===== config.mk =====
export PLATFORM = sky130hd
export DESIGN_NAME = uart_sample_framer
export DESIGN_NICKNAME = d
export VERILOG_FILES = /design/src/rtl/uart_sample_framer.sv
export SDC_FILE = /design/constraint.sdc
export NUM_CORES = 1
export LEC_CHECK = 0
export ABC_AREA = 1
export CORE_UTILIZATION = 50
export DETAILED_ROUTE_END_ITERATION = 12
export GPL_ROUTABILITY_DRIVEN = 0
export PLACE_DENSITY = 0.66
export REMOVE_ABC_BUFFERS = 1
export SYNTH_ARGS = -nofsm -noshare
export SYNTH_HDL_FRONTEND = slang
export SYNTH_SLANG_ARGS = --single-unit

===== constraint.sdc =====
create_clock -name clk -period 6.4 [get_ports clk]
set_clock_uncertainty 0.1 [all_clocks]
set_input_delay 1.28 -clock clk [delete_from_list [all_inputs] [get_ports clk]]
set_output_delay 1.28 -clock clk [all_outputs]
set_load 0.05 [all_outputs]

===== src/rtl/uart_sample_framer.sv =====
// Sample FIFO feeding the UART transmitter: each 16-bit sample leaves as
// HEADER, MSB, LSB, XOR checksum, paced by the transmitter's TX_Ready handshake.
module uart_sample_framer #(
  parameter int         DEPTH_LOG2 = 3,
  parameter logic [7:0] HEADER     = 8'hA5
) (
  input  logic                  clk,
  input  logic                  reset,
  input  logic [15:0]           sample_in,
  input  logic                  sample_valid,
  input  logic                  TX_Ready,
  output logic                  TX_en,
  output logic [7:0]            TX_Data_in,
  output logic [DEPTH_LOG2:0]   fifo_level,
  output logic                  overflow,
  output logic                  busy
);
  localparam int DEPTH = 1 << DEPTH_LOG2;
  localparam logic [DEPTH_LOG2:0] FULL = {1'b1, {DEPTH_LOG2{1'b0}}};

  typedef enum logic [2:0] {IDLE, LOAD, SEND, WAIT_LO, WAIT_HI} state_e;

  state_e                  state_q, state_d;
  logic [15:0]             mem_q [DEPTH];
  logic [DEPTH_LOG2-1:0]   wptr_q, rptr_q;
  logic [DEPTH_LOG2:0]     level_q;
  logic                    ovf_q;
  logic [15:0]             frame_q, frame_d;
  logic [1:0]              idx_q, idx_d;
  logic                    txen_q, txen_d;
  logic [7:0]              data_q, data_d;
  logic [7:0]              cur_byte;
  logic                    pop, push_ok, drop;

  // A pop in the same cycle frees the slot, so a push at full level is still taken.
  assign pop     = (state_q == LOAD) && (level_q != '0);
  assign push_ok = sample_valid && ((level_q != FULL) || pop);
  assign drop    = sample_valid && !push_ok;

  always_ff @(posedge clk or posedge reset) begin
    if (reset) begin
      wptr_q  <= '0;
      rptr_q  <= '0;
      level_q <= '0;
      ovf_q   <= 1'b0;
    end else begin
      if (push_ok) wptr_q <= wptr_q + 1'b1;
      if (pop)     rptr_q <= rptr_q + 1'b1;
      if (push_ok && !pop)      level_q <= level_q + 1'b1;
      else if (pop && !push_ok) level_q <= level_q - 1'b1;
      if (drop) ovf_q <= 1'b1;
    end
  end

  always_ff @(posedge clk) begin
    if (push_ok) mem_q[wptr_q] <= sample_in;
  end

  always_comb begin
    cur_byte = HEADER;
    case (idx_q)
      2'd1:    cur_byte = frame_q[15:8];
      2'd2:    cur_byte = frame_q[7:0];
      2'd3:    cur_byte = HEADER ^ frame_q[15:8] ^ frame_q[7:0];
      default: cur_byte = HEADER;
    endcase
  end

  always_comb begin
    state_d = state_q;
    frame_d = frame_q;
    idx_d   = idx_q;
    txen_d  = 1'b0;
    data_d  = data_q;
    case (state_q)
      IDLE:    if (level_q != '0) state_d = LOAD;
      LOAD: begin
        frame_d = mem_q[rptr_q];
        idx_d   = '0;
        state_d = SEND;
      end
      SEND: if (TX_Ready) begin
        txen_d  = 1'b1;
        data_d  = cur_byte;
        state_d = WAIT_LO;
      end
      WAIT_LO: if (!TX_Ready) state_d = WAIT_HI;
      WAIT_HI: if (TX_Ready) begin
        if (idx_q != 2'd3) begin
          idx_d   = idx_q + 1'b1;
          state_d = SEND;
        end else begin
          state_d = (level_q != '0) ? LOAD : IDLE;
        end
      end
      default: state_d = IDLE;
    endcase
  end

  always_ff @(posedge clk or posedge reset) begin
    if (reset) begin
      state_q <= IDLE;
      frame_q <= '0;
      idx_q   <= '0;
      txen_q  <= 1'b0;
      data_q  <= '0;
    end else begin
      state_q <= state_d;
      frame_q <= frame_d;
      idx_q   <= idx_d;
      txen_q  <= txen_d;
      data_q  <= data_d;
    end
  end

  assign TX_en      = txen_q;
  assign TX_Data_in = data_q;
  assign fifo_level = level_q;
  assign overflow   = ovf_q;
  assign busy       = (state_q != IDLE);
endmodule

==> metrics.txt, run 1 <==
Clock Latency Late Sink ~0.43 ns; synthesized instance count 774; total CTS buffers 17; Post-Route M1 WL 6.76 mm; TritonCTS clock tree done; clk sink count 169; arrival time worst endpoint 1.96 ns; commonest non-fill, non-tap cells in the layout nand2_1, edfxtp_1, nand3_1; largest net degree at the start of global routing 67; static leakage 3.88 nW; Hold Vio Cnt, Final 0; Pre-antenna DRT Iters 12; Root Driver clkbuf_16; vias in the first global route 4,909; Netlist Area Pre-Place 0.00765 mm²; Seq/Total Area, Yosys 0.637; delay-heaviest family, CP buffers and inverters; crit-path cells nor2_1, nand2_1, clkdlybuf4s50_1; clk slew on worst S/H paths 0.06 ns; Reg2Reg Depth 13; HPWL after detailed placement 9.11 mm; met2 WL 7.74 mm; Worst VDD drop 0.229 mV; ANT nets after route 0; min Tclk post-route around 3.3 ns; setup TNS 0 ns; Worst Hold Class reg -> reg; Yosys cell types 28; worst path bufs/invs 1; Post-layout nets 840; Worst Path Max Fanout 7; H-tree depth 4; period utilization 0.522; first-pass GRT wire length 25.1 mm; Critical Path RT ~5 ns; maximum clock rate 0.299 GHz; Worst Tran Pin Value around 1.3 ns; WL final between 15 and 20 mm; Crit Path Category reg -> out; pre-CTS WS 3.00 ns; RSZ-0062 raised after global routing false; Via Count 5,171; PostCTS Resize Cnt 0; pwr dens 473 mW/mm²; endpoints failing setup 0; WHS Path Cells 1; Reg2Reg Setup Slack 3.36 ns; Avg Inst Size Synth 9.88 µm²; WHS Endpoint overflow; reg2reg start state_q[2]; Port Buf Inserts 34; Pins Over Slew Limit 0; Final WS setup between 3 and 4 ns; Worst slew margin 0.151; status finished, violations left; via/cell ratio approximately 5.1; grt total ovfl 0; initial antenna violation count 0; Max-Cap Viols 0; CTS Hold Bufs 0; Top Layer Used met4; num ports 35; area added between synthesis and finish 14.0%; FF-to-FF End fifo_level[3]; Die Ht 126 µm; Setup Buffers After CTS 0; Die ar. 0.0158 mm²; WL per Instance 15.5 µm; CP Launch Type flip-flop; Worst path max stage delay roughly 0.80 ns; met3 WL post-DR 736 µm; Core Area 0.0148 mm²; # diodes 0; Overall Global Routing Usage 0.211; failing checks design-rule violations; DRC errors left 2; 1st-iter DRT viols 417; Starting Density 0.518; Chip Width 126 µm; Ys Warns 0; layout cell share with drive strength beyond 1 0.0729; CP Capture Type output port; worst hold start overflow; slowest CP cell clkdlybuf4s50_1; # rows 44; Yosys reg bits 169; largest buffer count on any clock path 2; commonest non-fill, non-tap cell in the layout nand2_1
==> through the flow <==
stage                     std cells  hold slack [ns]  total power (W)  utilization  cell area (µm²)
final                          1007            0.365          0.00412        0.591             8720
after global routing           1007            0.395          0.00437        0.591             8720
after CTS                      1007            0.367          0.00415        0.591             8720
after detailed placement        975            0.353          0.00301        0.546             8060
after global placement          975            0.356          0.00294        0.546             8060
after floorplan                 746            0.365          0.00253            -             7390
==> where the power goes <==
part | leakage [nW] | switching (W) | internal [W]
sequential | 1.67 | 0.000147 | 0.00142
clock | 0.308 | 0.000404 | 0.000728
combinational | 1.91 | 0.000978 | 0.000450
total | 3.88 | 0.00153 | 0.00259
==> cells by family after synthesis <==
| group | after synthesis | share of synthesized area |
|---|---|---|
| buf+inv | 150 | 0.0933 |
| xor+xnor | 5 | 0.00573 |
| flops | 169 | 0.637 |
| simple gates | 417 | 0.231 |
| compound gates | 23 | 0.0155 |
| fa+ha+maj | 10 | 0.0173 |
==> metal layers <==
layer	vias up	track usage
li1	2555	-
met1	2457	0.273
met2	133	0.344
met3	26	0.0433
met4	0	0.0990
met5	-	0
==> synth_stat cells <==
library cell | n | share of area
buf_4 | 6 | 0.0059
nand2_4 | 1 | 0.0015
o21ai_1 | 2 | 0.0013
nand3_2 | 1 | 0.0013
nor2_1 | 27 | 0.013
o21ai_0 | 14 | 0.0092
nand3_1 | 116 | 0.076
ha_1 | 9 | 0.015
or2_2 | 4 | 0.0033
a31o_2 | 1 | 0.0011
buf_6 | 16 | 0.024
and2_1 | 1 | 0.00082
clkinv_1 | 1 | 0.00049
nor3_1 | 3 | 0.0020
a21oi_1 | 6 | 0.0039
nand4_4 | 1 | 0.0028
edfxtp_1 | 128 | 0.50
xor2_1 | 2 | 0.0023
fa_1 | 1 | 0.0026
nand2_1 | 259 | 0.13
nand2_2 | 2 | 0.0016
inv_1 | 115 | 0.056
inv_2 | 6 | 0.0029
buf_2 | 6 | 0.0039
nand4_1 | 1 | 0.00082
dfrtp_1 | 41 | 0.13
nor2_2 | 1 | 0.00082
xnor2_1 | 3 | 0.0034
==> final cells by class <==
| class | instances | area [µm²] |
|---|---|---|
| fillers | 1209 | 6040 |
| flip-flops and latches | 169 | 4870 |
| multi-input cells | 455 | 2080 |
| inverters | 122 | 458 |
| clock buffers | 19 | 433 |
| repair buffers | 45 | 423 |
| well taps | 184 | 230 |
| clock inverters | 13 | 225 |
==> sequential cells by signal, indices dropped and copies added (netlist names), 2 cells and up <==
register	count
TX_Data_in	8
frame_q	16
rptr_q	3
idx_q	2
state_q	3
fifo_level	4
wptr_q	3
mem_q	128
==> worst max-delay path by stage <==
| stage | from | slack [ns] | cells after the start | endpoint |
|---|---|---|---|---|
| after global routing | state_q[1] | 3.01 | 3 | busy |
| after floorplan | sample_valid | 3.40 | 2 | mem_q[3][0] |
| final | state_q[1] | 3.06 | 3 | busy |
| after global placement | sample_valid | 3.11 | 12 | fifo_level[3] |
| after CTS | state_q[1] | 3.05 | 3 | busy |
| after detailed placement | sample_valid | 3.00 | 12 | fifo_level[3] |
No activity file was read; power rests on OpenSTA's default activity.
==> run 2: changes to the inputs <==
Clock period 6.4 ns to 3.4 ns, I/O delays scaled along.
==> metrics.txt, run 2 (synthesized netlist as in run 1, its figures left out) <==
reg2reg start state_q[2]; failing checks design-rule violations; Pins Over Slew Limit 0; pwr dens just under 900 mW/mm²; Max-Cap Viols 0; max FFs per register around 130; grt total ovfl 0; maximum clock rate 0.354 GHz; initial antenna violation count 0; Critical Path Source state_q[2]; Hold Vio Cnt, Final 0; largest net degree at the start of global routing 66; Worst Tran Pin Value 1.12 ns; non-filler cells, final 1,010; # diodes 0; WL final 15.7 mm; static leakage about 3.9 nW; Port Buf Inserts 34; Util after Layout 0.587; Switching Share 0.379; crit-path most repeated cell nand2_1; crit-path cells inv_2, nand3_2, buf_4, nand2_2, nand2_4, inv_1, ha_1, inv_1, ha_1, a21oi_1, nand2_1, o21ai_0, nand2_1, nand2_1, nand2_1; DRC errors left 2; RSZ-0062 raised after global routing false; Overall Global Routing Usage 0.216; slowest CP cell dfrtp_1; layout cell share with drive strength beyond 1 0.0763; setup TNS 0 ns; register area between 0.004 and 0.005 mm²; worst path bufs/invs 4; TritonCTS clock tree done; period utilization 0.830; via/cell ratio 5.18; Pre-antenna DRT Iters 9; Die Ht 126 µm; 1st-iter DRT viols 429; PostCTS Resize Cnt 0; HPWL after detailed placement 9.96 mm; Reg2Reg Depth 15; WHS Path Cells 1; CP Launch Type flip-flop; status finished, violations left; Worst path max stage delay roughly 0.41 ns; num ports 35; Clock Latency Late Sink 0.42 ns; CP Capture Type flip-flop; final hold slack 0.374 ns; largest buffer count on any clock path 2; WL per Instance around 16 µm; worst hold start overflow; Seq pwr share 0.386; Top reg by flops mem_q; Fill cells approximately 1,300; CTS Hold Bufs 0; clk slew on worst S/H paths 0.06 ns; Reg2Reg Setup Slack 0.58 ns; commonest non-fill, non-tap cells in the layout nand2_1, edfxtp_1, nand3_1; placed cells 980; first-pass GRT wire length roughly 26 mm; Core Area 0.0148 mm²; arrival time worst endpoint 3.04 ns; Power, Total between 0.007 and 0.008 W; WHS Endpoint overflow; P_int 0.00468 W; Via Count 5,228; Worst Hold Class reg -> reg; Worst Path Max Fanout 16; Clk pwr share 0.250; Chip Width 126 µm; Crit Path Category reg -> reg; Root Driver clkbuf_16; Worst VDD drop 0.406 mV; clk sink count ~170; Starting Density 0.518; Post-layout nets between 800 and 900; Switching Power 0.00286 W; commonest non-fill, non-tap cell in the layout nand2_1; Critical Path RT ~3.6 ns; endpoints failing setup 0; Multi-input gate area 0.00208 mm²; min Tclk post-route 2.82 ns; Setup Buffers After CTS 0; logic gate share of total power 0.364; H-tree depth 4; vias in the first global route 5,143; Worst slew margin 0.250; ANT nets after route 0; # rows 44; Die ar. 0.0158 mm²; FF-to-FF End fifo_level[3]; area added between synthesis and finish 13.3%; total CTS buffers 17; delay-heaviest family, CP simple AND/OR/NAND/NOR gates
run 2: worst register-to-register path: stages, from the launching register on:
cell	delay, ns
dfrtp_1	0.41
inv_2	0.16
nand3_2	0.34
buf_4	0.30
nand2_2	0.11
nand2_4	0.11
inv_1	0.08
ha_1	0.16
inv_1	0.09
ha_1	0.34
a21oi_1	0.20
nand2_1	0.08
o21ai_0	0.08
nand2_1	0.07
nand2_1	0.06
nand2_1	0.04
run 2: layout make-up:
cell class,instances,share of cell area
clock buffer,20,0.0504
clock inverter,10,0.0149
inverter,122,0.0529
multi-input combinational,455,0.240
sequential,169,0.562
tap,184,0.0266
timing repair buffer,50,0.0531
run 2: power groups by stage:
stage / logic, W / registers, W / clock network (W)
final: 0.00275 / 0.00291 / 0.00188
after global routing: 0.00306 / 0.00296 / 0.00199
after CTS: 0.00276 / 0.00291 / 0.00192
after detailed placement: 0.00274 / 0.00295 / 0
after global placement: 0.00268 / 0.00292 / 0
after floorplan: 0.00155 / 0.00322 / 0
run 2: worst max-delay path by stage:
stage,to,depth (start not counted)
after floorplan,mem_q[3][0],5
after global placement,fifo_level[3],12
after detailed placement,fifo_level[3],12
after CTS,busy,3
after global routing,fifo_level[3],15
final,fifo_level[3],15
run 2: layer usage:
layer | vias to the layer above | track usage | share of wire
li1 | 2563 | - | -
met1 | 2515 | 0.273 | 0.45
met2 | 130 | 0.363 | 0.49
met3 | 20 | 0.0489 | 0.044
met4 | 0 | 0.0818 | 0.015
met5 | - | 0 | 0
run 2: metrics by stage:
stage / cell area [µm²] / setup slack [ns]
detailed placement: 8100 / 0.628
CTS: 8660 / 0.617
global route: 8660 / 0.381
floorplan: 7390 / 0.565
global placement: 8100 / 0.684
finish: 8660 / 0.579
==> run 3: changes to the inputs <==
Clock period 3.4 ns to 2.87 ns, I/O delays scaled along.
==> metrics.txt, run 3 (synthesized netlist as in run 1, its figures left out) <==
status finished, violations left; failing checks design-rule violations; Clock Latency Late Sink approximately 0.42 ns; Worst Tran Pin Value 0.687 ns; WL final 15.4 mm; Critical Path RT 2.20 ns; Core Area 0.0148 mm²; P_int between 0.005 and 0.006 W; clk sink count about 170; logic gate share of total power 0.368; final instance area ~0.0087 mm²; Port Buf Inserts 34; Pre-antenna DRT Iters 11; delay-heaviest family, CP buffers and inverters; Clk pwr share 0.247; Overall Global Routing Usage 0.211; 1st-iter DRT viols 275; H-tree depth 4; num ports 35; Crit Path Category reg -> out; DRC errors left 1; max FFs per register 128; via/cell ratio 5.08; crit-path cells nor2_1, nand2_1, clkdlybuf4s50_1; static leakage 3.91 nW; total CTS buffers 17; Switching Share 0.377; worst path bufs/invs 1; Via Count 5,158; Switching Power 0.00338 W; Die ar. approximately 0.016 mm²; initial antenna violation count 0; Chip Width 126 µm; endpoints failing setup 0; CP Launch Type flip-flop; Hold Vio Cnt, Final 0; area added between synthesis and finish 14.0%; pwr dens 1030 mW/mm²; setup TNS 0 ns; largest buffer count on any clock path 2; # diodes 0; slowest CP cell clkdlybuf4s50_1; Top reg by flops mem_q; HPWL after detailed placement 9.51 mm; min Tclk post-route 2.60 ns; commonest non-fill, non-tap cell in the layout nand2_1; grt total ovfl 0; Setup Buffers After CTS 0; Worst Path Max Fanout 7; placed cells ~980; vias in the first global route 5,135; RSZ-0062 raised after global routing false; Seq pwr share 0.384; Fill cells 1,219; clk slew on worst S/H paths 0.06 ns; Worst VDD drop ~0.48 mV; Pins Over Slew Limit 0; commonest non-fill, non-tap cells in the layout nand2_1, edfxtp_1, nand3_1; Root Driver clkbuf_16; Worst Hold Class reg -> reg; Die Ht 126 µm; Placement Cell Area 0.00812 mm²; # rows 44; PostCTS Resize Cnt 0; arrival time worst endpoint 1.93 ns; WL per Instance 15.2 µm; CTS Hold Bufs 0; largest net degree at the start of global routing 66; ANT nets after route 0; Post-layout nets approximately 850; Starting Density 0.518; period utilization 0.907; Worst path max stage delay around 0.80 ns; maximum clock rate 0.384 GHz; first-pass GRT wire length 25.4 mm; CP Capture Type output port; layout cell share with drive strength beyond 1 0.0830; TritonCTS clock tree done; non-filler cells, final 1,015; Worst slew margin 0.542; Max-Cap Viols 0
## run 3: final timing paths
kind	from	to	slack, ns	cells after the start
setup / recovery	state_q[1]	busy	0.27	3
hold / removal	overflow	overflow	0.37	1
setup reg to reg	fifo_level[0]	fifo_level[3]	0.43	14
hold reg to reg	overflow	overflow	0.37	1
max in group asynchronous	reset	rptr_q[0]	1.95	3
min in group asynchronous	reset	state_q[0]	0.38	3
## run 3: area by class of cell
type | count | area (µm²) | share of cell area
Clock buffer | 28 | 568 | 0.0652
Clock inverter | 4 | 25.0 | 0.00287
Inverter | 122 | 458 | 0.0526
Multi-Input combinational cell | 455 | 2080 | 0.239
Sequential cell | 169 | 4870 | 0.559
Tap cell | 184 | 230 | 0.0264
Timing Repair Buffer | 53 | 483 | 0.0554
## run 3: worst register-to-register path: cells and delay by family (launching register included)
kind                       cells  cell delay (ns)
and+or+nand+nor                8             0.83
buffers and inverters          2             0.19
AOI/OAI and AO/OA              2             0.29
adders and majority gates      2             0.47
DFF                            1             0.45
## run 3: per-layer routing
metal | GRT usage | part of all wire | vias to the layer above
li1 | - | - | 2569
met1 | 0.272 | 0.43 | 2424
met2 | 0.357 | 0.49 | 136
met3 | 0.0344 | 0.054 | 29
met4 | 0.0890 | 0.023 | 0
met5 | 0 | 0 | -
## run 3: power by group through the flow
stage / clock network (W) / registers, W / logic (W)
CTS: 0.00225 / 0.00344 / 0.00332
floorplan: 0 / 0.00382 / 0.00183
global route: 0.00235 / 0.00349 / 0.00370
finish: 0.00221 / 0.00344 / 0.00330
detailed placement: 0 / 0.00348 / 0.00329
global placement: 0 / 0.00346 / 0.00318
## run 3: through the flow
| step | hold slack (ns) | setup WS, ns | util | total power, W |
|---|---|---|---|---|
| after floorplan | 0.365 | 0.0350 | - | 0.00565 |
| after global placement | 0.359 | 0.297 | 0.550 | 0.00663 |
| after detailed placement | 0.362 | 0.216 | 0.550 | 0.00678 |
| after CTS | 0.376 | 0.268 | 0.591 | 0.00901 |
| after global routing | 0.395 | 0.178 | 0.591 | 0.00954 |
| final | 0.368 | 0.268 | 0.591 | 0.00895 |
